$ cat src/rtl/mem_arb_pkg.sv
// rtl/mem_arb_pkg.sv - shared types and store codes for the IF/MEM SRAM port arbiter
package mem_arb_pkg;

    typedef enum logic [1:0] {
        ST_IDLE    = 2'd0,
        ST_WAIT_IF = 2'd1,
        ST_WAIT_DM = 2'd2
    } arb_state_t;

    typedef enum logic {
        GNT_IF = 1'b0,
        GNT_DM = 1'b1
    } grant_t;

    // Unshifted store codes as produced by the decoder
    localparam logic [3:0] SB_EN = 4'b0001;
    localparam logic [3:0] SH_EN = 4'b0011;
    localparam logic [3:0] SW_EN = 4'b1111;

endpackage

$ cat src/rtl/dm_store_align.sv
// rtl/dm_store_align.sv - shifts store byte-enables/data into lane position and flags misaligned stores
module dm_store_align
    import mem_arb_pkg::*;
(
    input  logic [3:0]  dm_w_en,
    input  logic [1:0]  off,
    input  logic [31:0] dm_wdata,
    output logic [3:0]  mem_w_en,
    output logic [31:0] mem_wdata,
    output logic        misaligned
);

    assign mem_w_en  = dm_w_en << off;
    assign mem_wdata = dm_wdata << {off, 3'b000};

    // Loads (0000) and byte stores can never straddle a word
    always_comb begin
        misaligned = 1'b0;
        case (dm_w_en)
            SB_EN:   misaligned = 1'b0;
            SH_EN:   misaligned = (off == 2'd3);
            SW_EN:   misaligned = (off != 2'd0);
            default: misaligned = 1'b0;
        endcase
    end

endmodule

$ cat src/rtl/mem_port_arbiter.sv
// rtl/mem_port_arbiter.sv - round-robin sequencer for a fixed-latency SRAM shared by fetch and data stages
module mem_port_arbiter
    import mem_arb_pkg::*;
#(
    parameter int ADDR_W  = 32,
    parameter int MEM_AW  = 14,
    parameter int LATENCY = 2
) (
    input  logic              clk,
    input  logic              rst,
    input  logic              if_req,
    input  logic [ADDR_W-1:0] if_addr,
    output logic              if_done,
    output logic [31:0]       if_rdata,
    input  logic              dm_req,
    input  logic [ADDR_W-1:0] dm_addr,
    input  logic [3:0]        dm_w_en,
    input  logic [31:0]       dm_wdata,
    output logic              dm_done,
    output logic [31:0]       dm_rdata,
    output logic              dm_misaligned,
    output logic              stall_if,
    output logic              stall_dm,
    output logic              mem_cs,
    output logic [MEM_AW-1:0] mem_addr,
    output logic [3:0]        mem_w_en,
    output logic [31:0]       mem_wdata,
    input  logic [31:0]       mem_rdata
);

    localparam logic [2:0] CNT_LOAD = 3'(LATENCY - 1);

    arb_state_t r_state;
    arb_state_t w_state_nxt;
    logic [2:0] r_cnt;
    logic [2:0] w_cnt_nxt;
    grant_t     r_last_grant;
    grant_t     w_last_grant_nxt;
    logic       r_dm_store;
    logic       w_dm_store_nxt;
    logic       r_dm_misal;
    logic       w_dm_misal_nxt;

    logic        w_if_done;
    logic        w_dm_done;
    logic        w_arb_point;
    logic        w_if_elig;
    logic        w_dm_elig;
    logic        w_gnt_if;
    logic        w_gnt_dm;
    logic        w_dm_issue;
    logic [3:0]  w_al_w_en;
    logic [31:0] w_al_wdata;
    logic        w_al_misal;
    logic        w_unused_addr;

    dm_store_align u_align (
        .dm_w_en    (dm_w_en),
        .off        (dm_addr[1:0]),
        .dm_wdata   (dm_wdata),
        .mem_w_en   (w_al_w_en),
        .mem_wdata  (w_al_wdata),
        .misaligned (w_al_misal)
    );

    // Responses are suppressed while rst is high so an in-flight access never completes
    assign w_if_done = ~rst & (r_state == ST_WAIT_IF) & (r_cnt == 3'd0);
    assign w_dm_done = ~rst & (r_state == ST_WAIT_DM) & (r_cnt == 3'd0);

    // The final wait cycle doubles as an arbitration point for back-to-back issue
    assign w_arb_point = (r_state == ST_IDLE) | w_if_done | w_dm_done;
    assign w_if_elig   = if_req & ~w_if_done;
    assign w_dm_elig   = dm_req & ~w_dm_done;

    assign w_gnt_if   = ~rst & w_arb_point & w_if_elig & (~w_dm_elig | (r_last_grant == GNT_DM));
    assign w_gnt_dm   = ~rst & w_arb_point & w_dm_elig & (~w_if_elig | (r_last_grant == GNT_IF));
    assign w_dm_issue = w_gnt_dm & ~w_al_misal;

    always_ff @(posedge clk) begin
        if (rst) begin
            r_state      <= ST_IDLE;
            r_cnt        <= 3'd0;
            r_last_grant <= GNT_DM;
            r_dm_store   <= 1'b0;
            r_dm_misal   <= 1'b0;
        end else begin
            r_state      <= w_state_nxt;
            r_cnt        <= w_cnt_nxt;
            r_last_grant <= w_last_grant_nxt;
            r_dm_store   <= w_dm_store_nxt;
            r_dm_misal   <= w_dm_misal_nxt;
        end
    end

    always_comb begin
        w_state_nxt      = r_state;
        w_cnt_nxt        = r_cnt;
        w_last_grant_nxt = r_last_grant;
        w_dm_store_nxt   = r_dm_store;
        w_dm_misal_nxt   = r_dm_misal;

        case (r_state)
            ST_WAIT_IF, ST_WAIT_DM: begin
                if (r_cnt != 3'd0) begin
                    w_cnt_nxt = r_cnt - 3'd1;
                end else begin
                    w_state_nxt = ST_IDLE;
                end
            end
            default: w_state_nxt = ST_IDLE;
        endcase

        if (w_gnt_if) begin
            w_state_nxt      = ST_WAIT_IF;
            w_cnt_nxt        = CNT_LOAD;
            w_last_grant_nxt = GNT_IF;
        end else if (w_gnt_dm) begin
            // A rejected store skips the SRAM and reports on the very next cycle
            w_state_nxt      = ST_WAIT_DM;
            w_cnt_nxt        = w_al_misal ? 3'd0 : CNT_LOAD;
            w_last_grant_nxt = GNT_DM;
            w_dm_store_nxt   = (dm_w_en != 4'b0000);
            w_dm_misal_nxt   = w_al_misal;
        end
    end

    assign mem_cs    = w_gnt_if | w_dm_issue;
    assign mem_addr  = w_gnt_if   ? if_addr[MEM_AW+1:2] :
                       w_dm_issue ? dm_addr[MEM_AW+1:2] : '0;
    assign mem_w_en  = w_dm_issue ? w_al_w_en  : 4'b0000;
    assign mem_wdata = w_dm_issue ? w_al_wdata : 32'd0;

    assign if_done       = w_if_done;
    assign if_rdata      = w_if_done ? mem_rdata : 32'd0;
    assign dm_done       = w_dm_done;
    assign dm_rdata      = (w_dm_done & ~r_dm_store) ? mem_rdata : 32'd0;
    assign dm_misaligned = w_dm_done & r_dm_misal;

    assign stall_if = ~rst & if_req & ~w_if_done;
    assign stall_dm = ~rst & dm_req & ~w_dm_done;

    assign w_unused_addr = ^{if_addr[ADDR_W-1:MEM_AW+2], if_addr[1:0], dm_addr[ADDR_W-1:MEM_AW+2]};

endmodule

$ cat config.mk
export PLATFORM = sky130hd
export DESIGN_NAME = mem_port_arbiter
export DESIGN_NICKNAME = d
export VERILOG_FILES = /design/src/rtl/mem_arb_pkg.sv /design/src/rtl/dm_store_align.sv /design/src/rtl/mem_port_arbiter.sv
export SDC_FILE = /design/constraint.sdc
export NUM_CORES = 1
export LEC_CHECK = 0
export BUFFER_PORTS_ARGS = -buffer_cell sky130_fd_sc_hd__buf_2
export CAP_MARGIN = 20
export CELL_PAD_IN_SITES_DETAIL_PLACEMENT = 0
export CELL_PAD_IN_SITES_GLOBAL_PLACEMENT = 1
export CORE_MARGIN = 3
export CORE_UTILIZATION = 19
export DETAILED_ROUTE_END_ITERATION = 12
export PLACE_DENSITY_LB_ADDON = 0.1
export SETUP_SLACK_MARGIN = 0.1
export SKIP_CTS_REPAIR_TIMING = 1
export SYNTH_ARGS = -nofsm -noshare
export SYNTH_HDL_FRONTEND = slang
export SYNTH_SLANG_ARGS = --single-unit
$ cat constraint.sdc
create_clock -name clk -period 6.6 [get_ports clk]
set_input_delay 1.32 -clock clk [delete_from_list [all_inputs] [get_ports clk]]
set_output_delay 1.32 -clock clk [all_outputs]
set_load 0.005 [all_outputs]
==> results of run 1 <==
## critical path, cell delays in order
cell,delay [ps]
buf_2,170
nor4bb_4,260
buf_4,320
o21ai_1,230
nor2_1,770
a22o_1,260
buf_2,110
## power breakdown
| group | switching [mW] | total, mW | internal (mW) |
|---|---|---|---|
| clock network | 0.0200 | 0.0596 | 0.0396 |
| registers | 0.00155 | 0.0528 | 0.0513 |
| logic | 0.0643 | 0.129 | 0.0646 |
## area by class of cell
| class | count | area (um^2) |
|---|---|---|
| Timing Repair Buffer | 225 | 1140 |
| Fill cell | 994 | 5820 |
| Clock buffer | 3 | 41.3 |
| Sequential cell | 8 | 160 |
| Tap cell | 108 | 135 |
| Multi-Input combinational cell | 220 | 1470 |
| Inverter | 10 | 37.5 |
## layer usage
metal	vias to the layer above	wire length [um]	global-route usage, %
met4	0	38	2.15
met1	1110	2880	14.4
met5	-	0	0
met3	4	803	2.75
met2	131	3780	25.2
li1	1304	-	-
## state kept, by name, indices dropped and copies added, names as in the netlist
signal,flops
r_cnt,3
r_dm_misal,1
r_dm_store,1
r_last_grant,1
r_state,2
## final timing paths
path / startpoint / end / slack, ps / cells after the start
min: r_dm_misal / r_dm_misal / 450 / 2
max: rst / mem_addr[12] / 1820 / 7
max reg2reg: r_state[0] / r_cnt[1] / 4580 / 8
min reg2reg: r_dm_misal / r_dm_misal / 450 / 2
## stage by stage
stage,hold slack (ps),setup WS (ps),std cells
global placement,449,1760,571
floorplan,426,2750,258
global route,482,1580,574
CTS,456,1790,574
finish,451,1820,574
detailed placement,450,1790,571
## Yosys cell counts
library cell | instances | share of area (%)
and2_1 | 73 | 26
nor2_1 | 32 | 6.9
a211oi_1 | 19 | 8.2
mux2i_1 | 18 | 10
a21oi_1 | 16 | 4.6
a22o_1 | 14 | 7.1
clkbuf_1 | 10 | 2.2
inv_1 | 10 | 2.2
nor2b_1 | 10 | 3.6
dfxtp_1 | 8 | 9.2
buf_2 | 7 | 2.0
nand2_1 | 6 | 1.3
ha_1 | 5 | 3.6
buf_1 | 3 | 0.65
nand3_1 | 2 | 0.58
nand3b_1 | 2 | 0.86
nor3_2 | 2 | 1.2
o21ai_0 | 2 | 0.58
xnor2_1 | 2 | 1.0
a2111oi_0 | 1 | 0.50
a21boi_0 | 1 | 0.43
a21boi_1 | 1 | 0.43
and3_1 | 1 | 0.36
and3b_1 | 1 | 0.50
nand2b_1 | 1 | 0.36
nand4bb_1 | 1 | 0.65
nor3_1 | 1 | 0.29
nor4_1 | 1 | 0.36
nor4bb_1 | 1 | 0.58
o2111a_4 | 1 | 1.2
o211ai_1 | 1 | 0.43
o21ai_1 | 1 | 0.29
o22ai_1 | 1 | 0.36
or2_1 | 1 | 0.36
or2_2 | 1 | 0.36
or3_1 | 1 | 0.36
## logic make-up after synthesis
group,after synthesis
AND/OR/NAND/NOR,137
buffers and inverters,30
multiplexers,18
XOR/XNOR,2
flip-flops,8
AO/OA/AOI/OAI,58
adder cells (fa/ha/maj),5
## layout by cell type, fill, tap and decap left out, types with 2 or more instances in the layout
master	count
buf_2	221
and2_1	73
nor2_1	32
a211oi_1	19
mux2i_1	18
a21oi_1	16
a22o_1	14
inv_1	10
nor2b_1	10
dfxtp_1	8
nand2_1	6
ha_1	5
buf_4	4
clkbuf_8	3
nand3b_1	2
nor3_2	2
nand3_1	2
xnor2_1	2
o21ai_0	2
==> key figures, run 1 <==
Floorplan
  – Die Wd: 102 um
  – Initial Util: 19.7%
  – Die Y: 102 um
  – Rows: 34
  – Die area: 10300 um^2
  – Core area: 8810 um^2
  – Number of I/O pins: 256

Worst setup path
  – Setup crit end kind: primary output
  – Req. time, crit path: 5280 ps
  – Kind of critical path: input pin to primary output
  – CP Max Fanout: 36
  – Crit start category: input pin
  – WP data arrival: 3460 ps

Route
  – DRT antenna net count: 0
  – WL/cell: 13.1 um
  – Vias/cell: 4.44
  – Post-Route WL: 7.50 mm
  – DRC viols: 0
  – Vias: 2549
  – DR pass1 iterations: 3
  – Detailed Route Iter0 Violations: 43

Clocking
  – H-tree levels: 1
  – CTS sink count: 8
  – CTS tree: built
  – Max Root-Sink Buffers: 2
  – CTS clk-pin slew, worst paths: 40 ps
  – Clock Latency Late Sink: 230 ps
  – CTS buffer count: 3
  – Root buffer cell: clkbuf_8

Global routing
  – Number of antenna violations at the first check in global routing: 0
  – First-pass GRT wire length: 10.9 mm
  – GRT Util Overall: 12.9%
  – Largest net degree at the start of global routing: 41
  – Grt ovf: 0
  – Vias in the first global route: 2270

Timing
  – Worst-Margin Slew: 940 ps
  – Fin Clk Skew: 2.32 ps
  – Setup TNS: 0 ps
  – Setup violations, final: 0
  – Max Fclk: 209 MHz
  – Final period util: 72.4%
  – Count of final hold-check violations: 0
  – RSZ-0062 raised after global routing: no
  – Final Max Tran Viols: 0
  – Clock period minus final worst setup slack: 4780 ps
  – Max-slew headroom: 37.1%

Layout
  – ANT cells: 0
  – Fin nets: 609
  – Share of layout cells above drive strength 1: 50.0%
  – Area grow syn2layout: 71.5%
  – Finished Core Util: 33.9%
  – Design Area, Final: 2980 um^2

Min path
  – HP Class: flip-flop to flip-flop

Logic synthesis
  – Synthesized area per cell: 6.74 um^2
  – Xor and xnor area share after synthesis: 1.01%
  – Largest family of logic cells by synthesized area: simple AND/OR/NAND/NOR gates
  – Yosys cell types: 36
  – Yosys warnings: 0
  – Simple-Gate Fraction of Synth Area: 44.8%
  – Compound-Gate Fraction of Synth Area: 24.0%
  – Syn Nets: 399
  – Post-Syn Area: 1740 um^2
  – Post-Synth Adder-Cell Area: 3.60%
  – Post-synthesis cell count: 258
  – Mux contribution to synthesized area: 10.4%
  – Yosys reg bits: 8
  – Seq/Total Area, Yosys: 9.21%

Place
  – Area after DPL: 2940 um^2
  – Routability cong.: 0.706
  – Buffers on Ports: 221
  – DP Wirelength: 6.15 mm

Pwr
  – Leak: 1.81 nW
  – Power density over the cells: 80.9 nW/um^2
  – Pwr Total: 241 uW
  – Peak VDD IR: 0.0000412 V

Flow run
  – Max Cap Viol: 0

Outcome
  – Outcome: finished, final reports clean
Power figures use the tool's default switching activity.
==> run 2, diff against run 1 <==
CORE_UTILIZATION = 17   (was 19)
clock period = 4.7 ns   (was 6.6 ns; I/O delays follow)
==> run 2 against run 1 <==
Clock power grew 35%. Largest cell class unchanged. Utilization fell by 3.1 points. Sequential cell count stayed put. Cell count rose by 4.9%. Clock-buffer cell count unchanged. Register-to-register slack worse by 1900 ps. Routed wire length up 2.5%.
==> key figures, run 2 (synthesis gave the netlist of run 1 again) <==
Outcome
  – Outcome: finished, final reports clean

Timing
  – Final Max Tran Viols: 0 (unchanged)
  – Setup TNS: 0 ps (unchanged)
  – Worst-Margin Slew: 771 ps (-169 ps)
  – Final period util: 77.7%
  – Fin Clk Skew: 0.278 ps (-2.05 ps)
  – Max Fclk: 274 MHz
  – Min Hold Slack: 451 ps (+0.578 ps)
  – RSZ-0062 raised after global routing: no
  – Setup violations, final: 0 (unchanged)
  – Max-slew headroom: 48.5% (+11 points)
  – Clock period minus final worst setup slack: 3650 ps
  – Count of final hold-check violations: 0 (unchanged)

Worst setup path
  – R2R setup slack: 2670 ps (-1910 ps)
  – Kind of critical path: input pin to primary output
  – CP max stage cell: or2_1
  – Crit path top cell by count: buf_2
  – CP startpoint: rst
  – WP data arrival: 2710 ps (-750 ps)
  – R2R depth: 8 (unchanged)
  – Setup crit end kind: primary output
  – Req. time, crit path: 3760 ps (-1520 ps)
  – Critical R2R Capture: r_cnt[1]
  – Crit start category: input pin
  – CP Max Fanout: 20 (-44%)
  – Crit path to: mem_wdata[11]
  – CP max stage delay: 380 ps (-390 ps)
  – Crit-path cells: buf_2 -> nor4bb_4 -> o2111a_4 -> nand2b_1 -> buf_4 -> or2_1 -> nor2_1 -> buf_2
  – Reg2reg start: r_cnt[0]

Route
  – WL/cell: 12.8 um (-2.2%)
  – M1 WL: 2.96 mm (+2.6%)
  – Post-Route WL: 7.69 mm (+2.5%)
  – Metal3 WL: 927 um (+15%)
  – Detailed Route Iter0 Violations: 136 (+220%)
  – DRC viols: 0 (unchanged)
  – DRT antenna net count: 0 (unchanged)
  – WL met2: 3.78 mm (+0.11%)
  – Vias/cell: 4.23 (-4.8%)
  – Max layer used: met4
  – DR pass1 iterations: 4 (+1)
  – Vias: 2546 (-0.12%)

Global routing
  – First-pass GRT wire length: 11.6 mm (+6.8%)
  – Largest net degree at the start of global routing: 35 (-15%)
  – GRT Util Overall: 12.3% (-0.64 points)
  – Vias in the first global route: 2406 (+6.0%)
  – Grt ovf: 0 (unchanged)
  – Number of antenna violations at the first check in global routing: 0 (unchanged)

Min path
  – HP Class: flip-flop to flip-flop

Layout
  – ANT cells: 0 (unchanged)
  – Biggest regs: r_cnt x3, r_state x2
  – Most common cell after layout, fill and taps aside: buf_2
  – Most flop-heavy register: r_cnt
  – Share of layout cells above drive strength 1: 50.3% (+0.32 points)
  – Fin nets: 612 (+0.49%)
  – Max reg flops: 3 (unchanged)
  – Most frequent cells in the layout: buf_2 (221), and2_1 (73), nor2_1 (32)
  – Area grow syn2layout: 74.6%
  – Layout fillers: 1101 (+11%)

Clocking
  – CTS buffer count: 3 (unchanged)
  – Root buffer cell: clkbuf_8
  – H-tree levels: 1 (unchanged)
  – Clock Latency Late Sink: 220 ps (about the same)
  – CTS tree: built
  – CTS sink count: 8 (unchanged)
  – Max Root-Sink Buffers: 2 (unchanged)
  – CTS clk-pin slew, worst paths: 40 ps (about the same)

Place
  – Buffers on Ports: 221 (unchanged)
  – DP Wirelength: 6.44 mm (+4.7%)
  – Routability cong.: 0.715 (+1.3%)

Floorplan
  – Core area: 9860 um^2 (+12%)
  – Initial Util: 17.6% (-2.1 points)
  – Die Wd: 107 um (+5.4%)
  – Number of I/O pins: 256 (unchanged)
  – Die Y: 107 um (+5.4%)
  – Rows: 36 (+5.9%)
  – Die area: 11500 um^2 (+11%)

Flow run
  – Max Cap Viol: 0 (unchanged)

Pwr
  – Peak VDD IR: 0.0000582 V (+41%)
  – Pwr Total: 337 uW (+40%)
  – Leak: 1.82 nW (+0.83%)
  – Power density over the cells: 111 nW/um^2 (+37%)
run 2: cell count changes in the layout (fill, tap and decap cells not counted):
cell	delta
buf_4	+3
run 2: worst max-delay path, delay by kind of cell:
family | cells | cell delay, ps
buffers and inverters | 3 | 500
AO/OA/AOI/OAI | 1 | 320
AND/OR/NAND/NOR | 4 | 930
run 2: cell type report:
class | count | area, um^2 | share of cell area (%)
repair buffers | 228 | 1160 | 38.2
clock buffers | 3 | 41.3 | 1.36
multi-input cells | 220 | 1470 | 48.5
well taps | 133 | 166 | 5.48
inverters | 10 | 37.5 | 1.24
flip-flops and latches | 8 | 160 | 5.27
run 2: layer usage:
metal  vias up  track usage, %
met5         -               0
met4         0            1.92
met3         2            2.71
met2       146            23.5
met1      1093            14.1
li1       1305               -
run 2: worst min-delay path by stage:
stage                from    endpoint  cells past startpoint
2_1_floorplan  r_dm_misal  r_dm_misal                      2
3_3_place_gp   r_dm_misal  r_dm_misal                      2
3_5_place_dp   r_dm_misal  r_dm_misal                      2
4_1_cts        r_dm_misal  r_dm_misal                      2
5_1_grt        r_dm_misal  r_dm_misal                      2
6_report       r_dm_misal  r_dm_misal                      2
run 2: report_power, final:
| group | internal (mW) | leakage, nW | switching (mW) |
|---|---|---|---|
| registers | 0.0721 | 0.0653 | 0.00210 |
| logic | 0.0921 | 1.74 | 0.0906 |
| clock network | 0.0553 | 0.0216 | 0.0252 |
| total | 0.220 | 1.82 | 0.118 |
run 2: per-stage QoR:
step / instance area [um^2] / utilization [%] / setup WS [ps] / std cells
after floorplan: 1740 / - / 1610 / 258
after global placement: 3000 / 30.4 / 983 / 599
after detailed placement: 3000 / 30.4 / 1010 / 599
after CTS: 3040 / 30.8 / 1010 / 602
after global routing: 3040 / 30.8 / 824 / 602
final: 3040 / 30.8 / 1050 / 602
